File: config.mk
export PLATFORM = sky130hd
export DESIGN_NAME = c2_sweep_driver
export DESIGN_NICKNAME = d
export VERILOG_FILES = /design/src/rtl/c2_sweep_pkg.sv /design/src/rtl/c2_sweep_timer.sv /design/src/rtl/c2_sweep_driver.sv
export SDC_FILE = /design/constraint.sdc
export NUM_CORES = 1
export LEC_CHECK = 0
export CORE_MARGIN = 4
export CORE_UTILIZATION = 39
export CTS_CLUSTER_DIAMETER = 30
export DETAILED_ROUTE_END_ITERATION = 8
export GPL_ROUTABILITY_DRIVEN = 0
export MAX_ROUTING_LAYER = met4
export PLACE_DENSITY = 0.75
export SLEW_MARGIN = 40
export SYNTH_ARGS = -nofsm -noshare
export SYNTH_HDL_FRONTEND = slang
export SYNTH_SLANG_ARGS = --single-unit
File: constraint.sdc
create_clock -name i_clk -period 1.78 [get_ports i_clk]
set_input_delay 0.445 -clock i_clk [delete_from_list [all_inputs] [get_ports i_clk]]
set_output_delay 0.445 -clock i_clk [all_outputs]
set_load 0.05 [all_outputs]
File: src/rtl/c2_sweep_pkg.sv
// Shared types and sizes for the C2 exhaustive sweep driver.
// The C2_SWEEP_COMPARE_EN build option is consumed by c2_sweep_driver.
package c2_sweep_pkg;

  localparam int VEC_N = 16;
  localparam int IDX_W = 4;
  localparam int ERR_W = 5;

  typedef enum logic [1:0] {
    IDLE  = 2'd0,
    DRIVE = 2'd1,
    DONE  = 2'd2
  } state_t;

endpackage

File: src/rtl/c2_sweep_timer.sv
// Loadable 4-bit down-counter that paces each select vector of the sweep.
// o_expire is high while the count sits at zero.
module c2_sweep_timer #(
  parameter int SETTLE = 1
) (
  input  logic i_clk,
  input  logic i_rst,
  input  logic i_load,
  output logic o_expire
);

  logic [3:0] r_count;

  // Saturates at zero so an idle timer stays expired until reloaded.
  always_ff @(posedge i_clk) begin
    if (i_rst) begin
      r_count <= 4'd0;
    end else if (i_load) begin
      r_count <= 4'(SETTLE);
    end else if (r_count != 4'd0) begin
      r_count <= r_count - 4'd1;
    end
  end

  assign o_expire = (r_count == 4'd0);

endmodule

File: src/rtl/c2_sweep_driver.sv
// Exhaustive sweep of one C2 cell: steps the 16 select codes and captures out.
// Define C2_SWEEP_COMPARE_EN to build the golden compare and error counter.
module c2_sweep_driver
  import c2_sweep_pkg::*;
#(
  parameter int SETTLE = 1
) (
  input  logic             i_clk,
  input  logic             i_rst,
  input  logic             i_start,
  input  logic [3:0]       i_cfg,
  input  logic [VEC_N-1:0] i_golden,
  input  logic             i_c2_out,
  output logic             o_D00,
  output logic             o_D01,
  output logic             o_D10,
  output logic             o_D11,
  output logic             o_A0,
  output logic             o_A1,
  output logic             o_B0,
  output logic             o_B1,
  output logic             o_busy,
  output logic             o_done,
  output logic [VEC_N-1:0] o_resp,
  output logic             o_mismatch,
  output logic [ERR_W-1:0] o_err_count
);

  state_t           r_state;
  state_t           w_next;
  logic [IDX_W-1:0] r_idx;
  logic [3:0]       r_cfg;
  logic [VEC_N-1:0] r_resp;
  logic             w_expire;
  logic             w_accept;
  logic             w_sample;
  logic             w_last;
  logic             w_load;
  logic             w_drive;

  assign w_accept = (r_state == IDLE) && i_start;
  assign w_sample = (r_state == DRIVE) && w_expire;
  assign w_last   = (r_idx == IDX_W'(VEC_N - 1));
  assign w_load   = w_accept || (w_sample && !w_last);
  assign w_drive  = (r_state == DRIVE);

  c2_sweep_timer #(
    .SETTLE (SETTLE)
  ) u_timer (
    .i_clk    (i_clk),
    .i_rst    (i_rst),
    .i_load   (w_load),
    .o_expire (w_expire)
  );

  always_ff @(posedge i_clk) begin
    if (i_rst) begin
      r_state <= IDLE;
    end else begin
      r_state <= w_next;
    end
  end

  always_comb begin
    w_next = r_state;
    case (r_state)
      IDLE:    if (i_start) w_next = DRIVE;
      DRIVE:   if (w_sample && w_last) w_next = DONE;
      DONE:    w_next = IDLE;
      default: w_next = IDLE;
    endcase
  end

  // Each vector's sample lands in its own resp bit; a new start clears the word.
  always_ff @(posedge i_clk) begin
    if (i_rst) begin
      r_cfg  <= 4'd0;
      r_idx  <= '0;
      r_resp <= '0;
    end else if (w_accept) begin
      r_cfg  <= i_cfg;
      r_idx  <= '0;
      r_resp <= '0;
    end else if (w_sample) begin
      r_resp[r_idx] <= i_c2_out;
      if (!w_last) begin
        r_idx <= r_idx + 1'b1;
      end
    end
  end

`ifdef C2_SWEEP_COMPARE_EN
  logic [ERR_W-1:0] r_err;
  logic             r_mismatch;
  logic [ERR_W-1:0] w_errNext;

  assign w_errNext = r_err + ERR_W'(i_c2_out ^ i_golden[r_idx]);

  // A non-zero error count is exactly resp != golden, so mismatch follows it.
  always_ff @(posedge i_clk) begin
    if (i_rst) begin
      r_err      <= '0;
      r_mismatch <= 1'b0;
    end else if (w_accept) begin
      r_err      <= '0;
      r_mismatch <= 1'b0;
    end else if (w_sample) begin
      r_err <= w_errNext;
      if (w_last) begin
        r_mismatch <= (w_errNext != '0);
      end
    end
  end

  assign o_mismatch  = r_mismatch;
  assign o_err_count = r_err;
`else
  logic w_unused_golden;
  assign w_unused_golden = ^i_golden;
  assign o_mismatch  = 1'b0;
  assign o_err_count = '0;
`endif

  assign o_D00  = r_cfg[0];
  assign o_D01  = r_cfg[1];
  assign o_D10  = r_cfg[2];
  assign o_D11  = r_cfg[3];
  assign o_A0   = w_drive & r_idx[0];
  assign o_A1   = w_drive & r_idx[1];
  assign o_B0   = w_drive & r_idx[2];
  assign o_B1   = w_drive & r_idx[3];
  assign o_busy = w_drive;
  assign o_done = (r_state == DONE);
  assign o_resp = r_resp;

endmodule
==> qor.json, run 1 <==
{
  "outcome": {
    "run_status": "complete, no violations"
  },
  "cts": {
    "numCtsBuffers": 5,
    "cts_h_tree_depth": 2,
    "clock_latency_ns": 0.29,
    "cts_tree": "done",
    "max-clock-path-buffers": 2,
    "clock_pin_slew_on_the_worst_setup_and_hold_paths_ns": 0.07,
    "holdBufCountCts": 0,
    "cts_sinks": 30,
    "clockRootBuffer": "sky130_fd_sc_hd__clkbuf_8"
  },
  "yosys": {
    "yosysUniqueCellTypes": 40,
    "ys_dominant_reg_cell": "sky130_fd_sc_hd__dfxtp_1",
    "ys_warn_count": 0,
    "netlist_top_cells_area": "sky130_fd_sc_hd__dfxtp_1 (40%), sky130_fd_sc_hd__nand3_1 (7.6%), sky130_fd_sc_hd__mux2i_1 (7.3%)",
    "ys_async_sr_fraction": 0,
    "synth_seq_cells": 30,
    "synth.yosys.seq_area_share": 0.398,
    "yosysTopAreaCell": "sky130_fd_sc_hd__dfxtp_1",
    "syn_area_per_cell_um2": 8.73,
    "post-synth-top-count-cell": "sky130_fd_sc_hd__dfxtp_1",
    "synth_edf_count": 0,
    "post_synth_most_frequent_cells": "sky130_fd_sc_hd__dfxtp_1 (30), sky130_fd_sc_hd__nand3_1 (23), sky130_fd_sc_hd__a21oi_1 (14), sky130_fd_sc_hd__nand2_1 (12), sky130_fd_sc_hd__mux2i_1 (11)",
    "synth_largest_type_area_fraction": 0.398,
    "synthCells": 173,
    "syn_area_um2": 1510
  },
  "detailed_routing": {
    "totalWireLength_um": 3730,
    "routed_via_density": 5.19,
    "ant_nets": 0,
    "post_drt_wl_per_cell_um": 13.8,
    "dr.first_iter.drc_count": 67,
    "drc_errors": 0,
    "routed-via-count": 1400,
    "dr.pass1.iters": 4
  },
  "power": {
    "power_report.internal_total_uw": 1340,
    "netSwitchingFraction": 0.303,
    "power_frac_comb": 0.264,
    "power.static_leakage_uw": 0.000913,
    "vdd_drop_max_uv": 571,
    "pwr_density_cell_nw_per_um2": 884,
    "net-switching-power_uw": 581,
    "sequentialPowerShare": 0.380,
    "finalPower_uw": 1920,
    "pwr-share-clk": 0.355
  },
  "placed_design": {
    "dp_hpwl_um": 2660,
    "placed_cells_incl_taps": 259,
    "post-place-ws_ns": -0.145,
    "postPlaceCellArea_um2": 2000,
    "port_buffers": 33
  },
  "setup_path": {
    "worstSetupStartpointType": "flip-flop",
    "worst-r2r-cell-count": 5,
    "r2r_end": "r_idx[2]",
    "cp_max_fo": 7,
    "worst_ep_required_time_ns": 1.33,
    "worst_setup_path_end_kind": "output pin",
    "critical_path_class": "flip-flop to output pin",
    "arrival_time_reported_for_the_critical_path_endpoint_ns": 1.32,
    "crit_reg_reg_startpoint": "u_timer.r_count[1]",
    "rrSetupSlack_ns": 0.08
  },
  "global_routing": {
    "number_of_global_route_vias_before_repair": 1291,
    "grt_overflow_total": 0,
    "grt_first_pass_wirelength_um": 6230,
    "grt_util_all_layers": 0.165,
    "antenna_violations_before_repair": 0,
    "maximum_number_of_pins_on_one_net_before_global_route_repair": 17
  },
  "job": {
    "drv.max_cap_violation_count": 0
  },
  "final_layout": {
    "area.growth.synth_to_final_pct": 43.6,
    "antenna-diode-count": 0,
    "instances_no_fill": 270,
    "stdcell_area_um2": 2170,
    "design.final.nets": 251,
    "drive_gt1_frac": 0.315
  },
  "min_path": {
    "worstHoldPathCells": 2,
    "hold_class": "flip-flop to flip-flop",
    "holdPathEnd": "r_cfg[1]",
    "worstHoldStart": "r_cfg[1]"
  },
  "floorplan": {
    "initial_core_util": 0.409,
    "die-width_um": 70.2,
    "placementRows": 22,
    "dieArea_um2": 4930,
    "ios": 56,
    "die_height_um": 70.2,
    "standard_cell_core_area_um2": 3690
  },
  "timing": {
    "setup_viol": 0,
    "fmax_mhz": 568,
    "finalWorstPathRequiredPeriod_ns": 1.76,
    "report.final.hold_viol_count": 0,
    "clock_skew_ns": 0.00517,
    "slew_viol_final": 0,
    "rsz0062_at_grt": "yes",
    "final_setup_margin_ns": 0.0197,
    "timing.final.crit_share": 0.989
  }
}
==> layout by cell type (no fill, tap or decap), types with 2 or more instances in the layout <==
| cell | synthesis | routed |
|---|---|---|
| sky130_fd_sc_hd__buf_12 | 0 | 8 |
| sky130_fd_sc_hd__nor2_2 | 0 | 2 |
| sky130_fd_sc_hd__dfxtp_2 | 0 | 2 |
| sky130_fd_sc_hd__or3_1 | 3 | 3 |
| sky130_fd_sc_hd__and2_2 | 0 | 2 |
| sky130_fd_sc_hd__nand2_1 | 12 | 12 |
| sky130_fd_sc_hd__nand3_1 | 23 | 23 |
| sky130_fd_sc_hd__ha_1 | 6 | 5 |
| sky130_fd_sc_hd__dfxtp_1 | 30 | 28 |
| sky130_fd_sc_hd__xnor2_1 | 2 | 2 |
| sky130_fd_sc_hd__nor3_1 | 3 | 3 |
| sky130_fd_sc_hd__inv_1 | 7 | 6 |
| sky130_fd_sc_hd__nand4_1 | 6 | 6 |
| sky130_fd_sc_hd__clkdlybuf4s50_1 | 0 | 7 |
| sky130_fd_sc_hd__or4_1 | 3 | 3 |
| sky130_fd_sc_hd__buf_4 | 6 | 38 |
| sky130_fd_sc_hd__o31ai_1 | 5 | 5 |
| sky130_fd_sc_hd__nor3b_1 | 2 | 2 |
| sky130_fd_sc_hd__mux2i_1 | 11 | 11 |
| sky130_fd_sc_hd__o21ai_0 | 4 | 4 |
| sky130_fd_sc_hd__clkinv_2 | 0 | 2 |
| sky130_fd_sc_hd__clkbuf_8 | 0 | 5 |
| sky130_fd_sc_hd__conb_1 | 1 | 6 |
| sky130_fd_sc_hd__a21oi_1 | 14 | 14 |
==> layout make-up <==
| type | instances | area, um2 |
|---|---|---|
| fillers | 340 | 1520 |
| multi-input cells | 123 | 848 |
| flip-flops and latches | 30 | 603 |
| repair buffers | 53 | 515 |
| clock buffers | 5 | 68.8 |
| well taps | 48 | 60.1 |
| clock inverters | 3 | 40.0 |
| inverters | 8 | 32.5 |
==> through the flow <==
step           hold slack [ns]  setup TNS (ns)   util
3_5_place_dp             0.451           -3.04  0.541
3_3_place_gp             0.443           -2.61  0.540
5_1_grt                  0.487         -0.0626  0.588
4_1_cts                  0.463               0  0.575
6_report                 0.461               0  0.588
2_1_floorplan            0.482          -0.360      -
==> metal layers <==
layer  GRT usage  up-vias  wire [um]  part of all wire
met3      0.0561       10        226             0.061
met2       0.245       41       1720              0.46
met5           -        -          0                 0
li1            -      703          -                 -
met1       0.198      646       1700              0.46
met4      0.0787        0         82             0.022
==> kinds of logic after synthesis <==
| logic type | Yosys count | synth area share |
|---|---|---|
| other | 1 | 0.00248 |
| adder cells (fa/ha/maj) | 6 | 0.0497 |
| multiplexers | 11 | 0.0729 |
| flip-flops | 30 | 0.398 |
| AO/OA/AOI/OAI | 27 | 0.105 |
| XOR/XNOR | 2 | 0.0116 |
| buffers and inverters | 25 | 0.0828 |
| AND/OR/NAND/NOR | 71 | 0.278 |
==> sequential cells by signal (all words and copies together), names as in the netlist <==
| name | cells |
|---|---|
| o_resp | 16 |
| r_state | 2 |
| u_timer.r_count | 4 |
| r_idx | 4 |
| r_cfg | 4 |
==> critical path, stage by stage (launching register included) <==
cell	delay [ns]
sky130_fd_sc_hd__dfxtp_2	0.33
sky130_fd_sc_hd__or2b_4	0.31
sky130_fd_sc_hd__inv_4	0.07
sky130_fd_sc_hd__and2_2	0.17
sky130_fd_sc_hd__buf_12	0.14
==> what timing repair did <==
action / in CTS / in global routing
gates resized for setup: 4 / 4
endpoints found under the setup margin: 5 / 5
buffers inserted: 1 / 2
pin swaps: 0 / 0
cloned: 0 / 0
==> power by group through the flow <==
stage          logic (uW)  registers, uW  clock network (uW)
2_1_floorplan         288            761                   0
3_3_place_gp          429            739                   0
3_5_place_dp          446            744                   0
4_1_cts               453            729                 700
5_1_grt               548            733                 733
6_report              507            729                 682
==> how the worst max path moves through the flow <==
stage / slack (ns) / endpoint / cells after the start / from
2_1_floorplan: -0.10 / o_A0 / 3 / r_state[0]
3_3_place_gp: -0.13 / r_idx[3] / 5 / i_start
3_5_place_dp: -0.15 / r_idx[3] / 5 / i_start
4_1_cts: 0.01 / o_B0 / 4 / r_state[0]
5_1_grt: -0.03 / o_B1 / 4 / r_state[0]
6_report: 0.02 / o_B0 / 4 / r_state[0]
(Power assumes the default switching activity.)
==> run 2, diff against run 1 <==
--- a/config.mk
+++ b/config.mk
@@ -5,13 +5,14 @@
 export SDC_FILE = /design/constraint.sdc
 export NUM_CORES = 1
 export LEC_CHECK = 0
+export CAP_MARGIN = 20
 export CORE_MARGIN = 4
 export CORE_UTILIZATION = 39
 export CTS_CLUSTER_DIAMETER = 30
 export DETAILED_ROUTE_END_ITERATION = 8
 export GPL_ROUTABILITY_DRIVEN = 0
 export MAX_ROUTING_LAYER = met4
-export PLACE_DENSITY = 0.75
+export PLACE_DENSITY = 0.85
 export SLEW_MARGIN = 40
 export SYNTH_ARGS = -nofsm -noshare
 export SYNTH_HDL_FRONTEND = slang
==> qor.json, run 2 (same netlist as run 1, synthesis figures left out) <==
{
  "power": {
    "pwr_density_cell": {"value": 943, "unit": "nW/um2", "change": "was 884 nW/um2"},
    "power.static_leakage": {"value": 0.000913, "unit": "uW", "change": "about the same"},
    "vdd_drop_max": {"value": 813, "unit": "uV", "change": "was 571 uV"},
    "finalPower": {"value": 2050, "unit": "uW", "change": "was 1920 uW"}
  },
  "cts": {
    "clock_pin_slew_on_the_worst_setup_and_hold_paths": {"value": 0.07, "unit": "ns", "change": "about the same"},
    "cts_h_tree_depth": {"value": 2, "change": "unchanged"},
    "numCtsBuffers": {"value": 5, "change": "unchanged"},
    "max-clock-path-buffers": {"value": 2, "change": "unchanged"},
    "clockRootBuffer": {"value": "sky130_fd_sc_hd__clkbuf_8", "change": "unchanged"},
    "cts_tree": {"value": "done", "change": "unchanged"},
    "cts_sinks": {"value": 30, "change": "unchanged"},
    "clock_latency": {"value": 0.28, "unit": "ns", "change": "was 0.29 ns"},
    "holdBufCountCts": {"value": 0, "change": "unchanged"}
  },
  "timing": {
    "fmax": {"value": 575, "unit": "MHz", "change": "was 568 MHz"},
    "timing.final.crit_share": {"value": 0.977, "change": "was 0.989"},
    "slew-limit-headroom": 0.587,
    "clock_skew": {"value": 0.00588, "unit": "ns", "change": "was 0.00517 ns"},
    "slew_viol_final": {"value": 0, "change": "unchanged"},
    "worst_pin_slew_ns": 0.618,
    "finalWorstPathRequiredPeriod": {"value": 1.74, "unit": "ns", "change": "was 1.76 ns"},
    "finalSetupTns": {"value": 0, "unit": "ns", "change": "unchanged"},
    "rsz0062_at_grt": {"value": "yes", "change": "unchanged"},
    "setup_viol": {"value": 0, "change": "unchanged"},
    "report.final.hold_viol_count": {"value": 0, "change": "unchanged"}
  },
  "final_layout": {
    "final_cell_mix": {"value": "sky130_fd_sc_hd__buf_4 (37), sky130_fd_sc_hd__dfxtp_1 (28), sky130_fd_sc_hd__nand3_1 (23)", "change": "was sky130_fd_sc_hd__buf_4 (38), sky130_fd_sc_hd__dfxtp_1 (28), sky130_fd_sc_hd__nand3_1 (23)"},
    "largest_register_ff_count": {"value": 16, "change": "unchanged"},
    "antenna-diode-count": {"value": 0, "change": "unchanged"},
    "final_common_cell": {"value": "sky130_fd_sc_hd__buf_4", "change": "unchanged"},
    "area.growth.synth_to_final": {"value": 43.8, "unit": "%", "change": "was 43.6%"},
    "design.final.nets": {"value": 249, "change": "was 251"},
    "drive_gt1_frac": {"value": 0.305, "change": "was 0.315"}
  },
  "setup_path": {
    "crit_reg_reg_startpoint": {"value": "u_timer.r_count[1]", "change": "unchanged"},
    "r2r_end": {"value": "r_idx[2]", "change": "unchanged"},
    "worst-r2r-cell-count": {"value": 5, "change": "unchanged"},
    "worst_setup_path_end_kind": {"value": "output pin", "change": "unchanged"},
    "worstSetupStartpointType": {"value": "flip-flop", "change": "unchanged"},
    "rrSetupSlack": {"value": 0.12, "unit": "ns", "change": "was 0.08 ns"},
    "cp_max_fo": {"value": 6, "change": "was 7"},
    "critical_path_class": {"value": "flip-flop to output pin", "change": "unchanged"},
    "timing.critical_path.to": {"value": "o_A1", "change": "was o_B0"},
    "timing.critical_path.from": {"value": "r_state[0]", "change": "unchanged"},
    "arrival_time_reported_for_the_critical_path_endpoint": {"value": 1.29, "unit": "ns", "change": "was 1.32 ns"},
    "worst_ep_required_time": {"value": 1.33, "unit": "ns", "change": "about the same"}
  },
  "floorplan": {
    "initial_core_util": {"value": 0.409, "change": "unchanged"},
    "die_height": {"value": 70.2, "unit": "um", "change": "unchanged"},
    "die-width": {"value": 70.2, "unit": "um", "change": "unchanged"},
    "ios": {"value": 56, "change": "unchanged"},
    "placementRows": {"value": 22, "change": "unchanged"},
    "dieArea": {"value": 4930, "unit": "um2", "change": "unchanged"},
    "standard_cell_core_area": {"value": 3690, "unit": "um2", "change": "unchanged"}
  },
  "placed_design": {
    "port_buffers": {"value": 33, "change": "unchanged"},
    "dp_hpwl": {"value": 2580, "unit": "um", "change": "was 2660 um"}
  },
  "detailed_routing": {
    "drc_errors": {"value": 0, "change": "unchanged"},
    "dr.pass1.iters": {"value": 4, "change": "unchanged"},
    "ant_nets": {"value": 0, "change": "unchanged"},
    "dr.first_iter.drc_count": {"value": 56, "change": "was 67"},
    "routed-via-count": {"value": 1383, "change": "was 1400"},
    "totalWireLength": {"value": 3620, "unit": "um", "change": "was 3730 um"},
    "routed_via_density": {"value": 5.16, "change": "was 5.19"},
    "post_drt_wl_per_cell": {"value": 13.5, "unit": "um", "change": "was 13.8 um"}
  },
  "min_path": {
    "hold_class": {"value": "flip-flop to flip-flop", "change": "unchanged"}
  },
  "job": {
    "drv.max_cap_violation_count": {"value": 0, "change": "unchanged"}
  },
  "global_routing": {
    "grt_util_all_layers": {"value": 0.153, "change": "was 0.165"},
    "number_of_global_route_vias_before_repair": {"value": 1237, "change": "was 1291"},
    "grt_overflow_total": {"value": 0, "change": "unchanged"},
    "antenna_violations_before_repair": {"value": 0, "change": "unchanged"},
    "grt_first_pass_wirelength": {"value": 5800, "unit": "um", "change": "was 6230 um"},
    "maximum_number_of_pins_on_one_net_before_global_route_repair": {"value": 17, "change": "unchanged"}
  },
  "outcome": {
    "run_status": {"value": "complete, no violations", "change": "unchanged"}
  }
}
-- run 2: cell types whose count changed in the layout (fill, tap and decap cells not counted), moves of 2 or more --
cell,change
sky130_fd_sc_hd__and2_2,-2
sky130_fd_sc_hd__and2_4,+2
sky130_fd_sc_hd__clkinv_2,-2
sky130_fd_sc_hd__nor2_1,+2
sky130_fd_sc_hd__nor2_2,-2
-- run 2: power by group --
group	switching, uW	internal, uW
clock	263	597
sequential	31.4	700
combinational	269	188
-- run 2: layout make-up --
class	count	area [um2]
fill	308	1520
multi-input combinational	123	846
clock buffer	6	82.6
inverter	8	32.5
tap	48	60.1
sequential	30	603
clock inverter	2	60.1
timing repair buffer	51	488
-- run 2: layer usage --
layer / wire [um] / track usage
met5: 0 / -
met4: 54 / 0.0574
met3: 255 / 0.0475
met2: 1670 / 0.235
met1: 1630 / 0.187
-- run 2: what timing repair did --
action,in CTS,in global routing
resized for setup,4,6
pin swaps,0,0
endpoints found under the setup margin,5,5
cloned,0,0
buffers inserted,1,1
-- run 2: worst min path at each step --
stage	startpoint	endpoint	slack (ns)	cells after the start
3_5_place_dp	r_cfg[3]	r_cfg[3]	0.45	2
6_report	r_cfg[3]	r_cfg[3]	0.46	2
3_3_place_gp	r_cfg[3]	r_cfg[3]	0.44	2
5_1_grt	r_cfg[3]	r_cfg[3]	0.47	2
2_1_floorplan	u_timer.r_count[1]	u_timer.r_count[1]	0.48	2
4_1_cts	r_cfg[3]	r_cfg[3]	0.46	2
-- run 2: stage by stage --
step	hold slack [ns]	setup WS [ns]	util	cells	cell area, um2
after floorplan	0.482	-0.104	-	178	1550
after global placement	0.441	-0.132	0.538	258	1980
after detailed placement	0.448	-0.203	0.538	258	1980
after CTS	0.458	0.00232	0.582	267	2150
after global routing	0.467	-0.0338	0.589	268	2170
final	0.455	0.0406	0.589	268	2170
-- run 2: worst max-delay path, stage by stage, from the launching register on --
cell and delay (ns):
sky130_fd_sc_hd__dfxtp_2 0.34, sky130_fd_sc_hd__or2b_4 0.31, sky130_fd_sc_hd__nor2_1 0.19, sky130_fd_sc_hd__buf_12 0.17
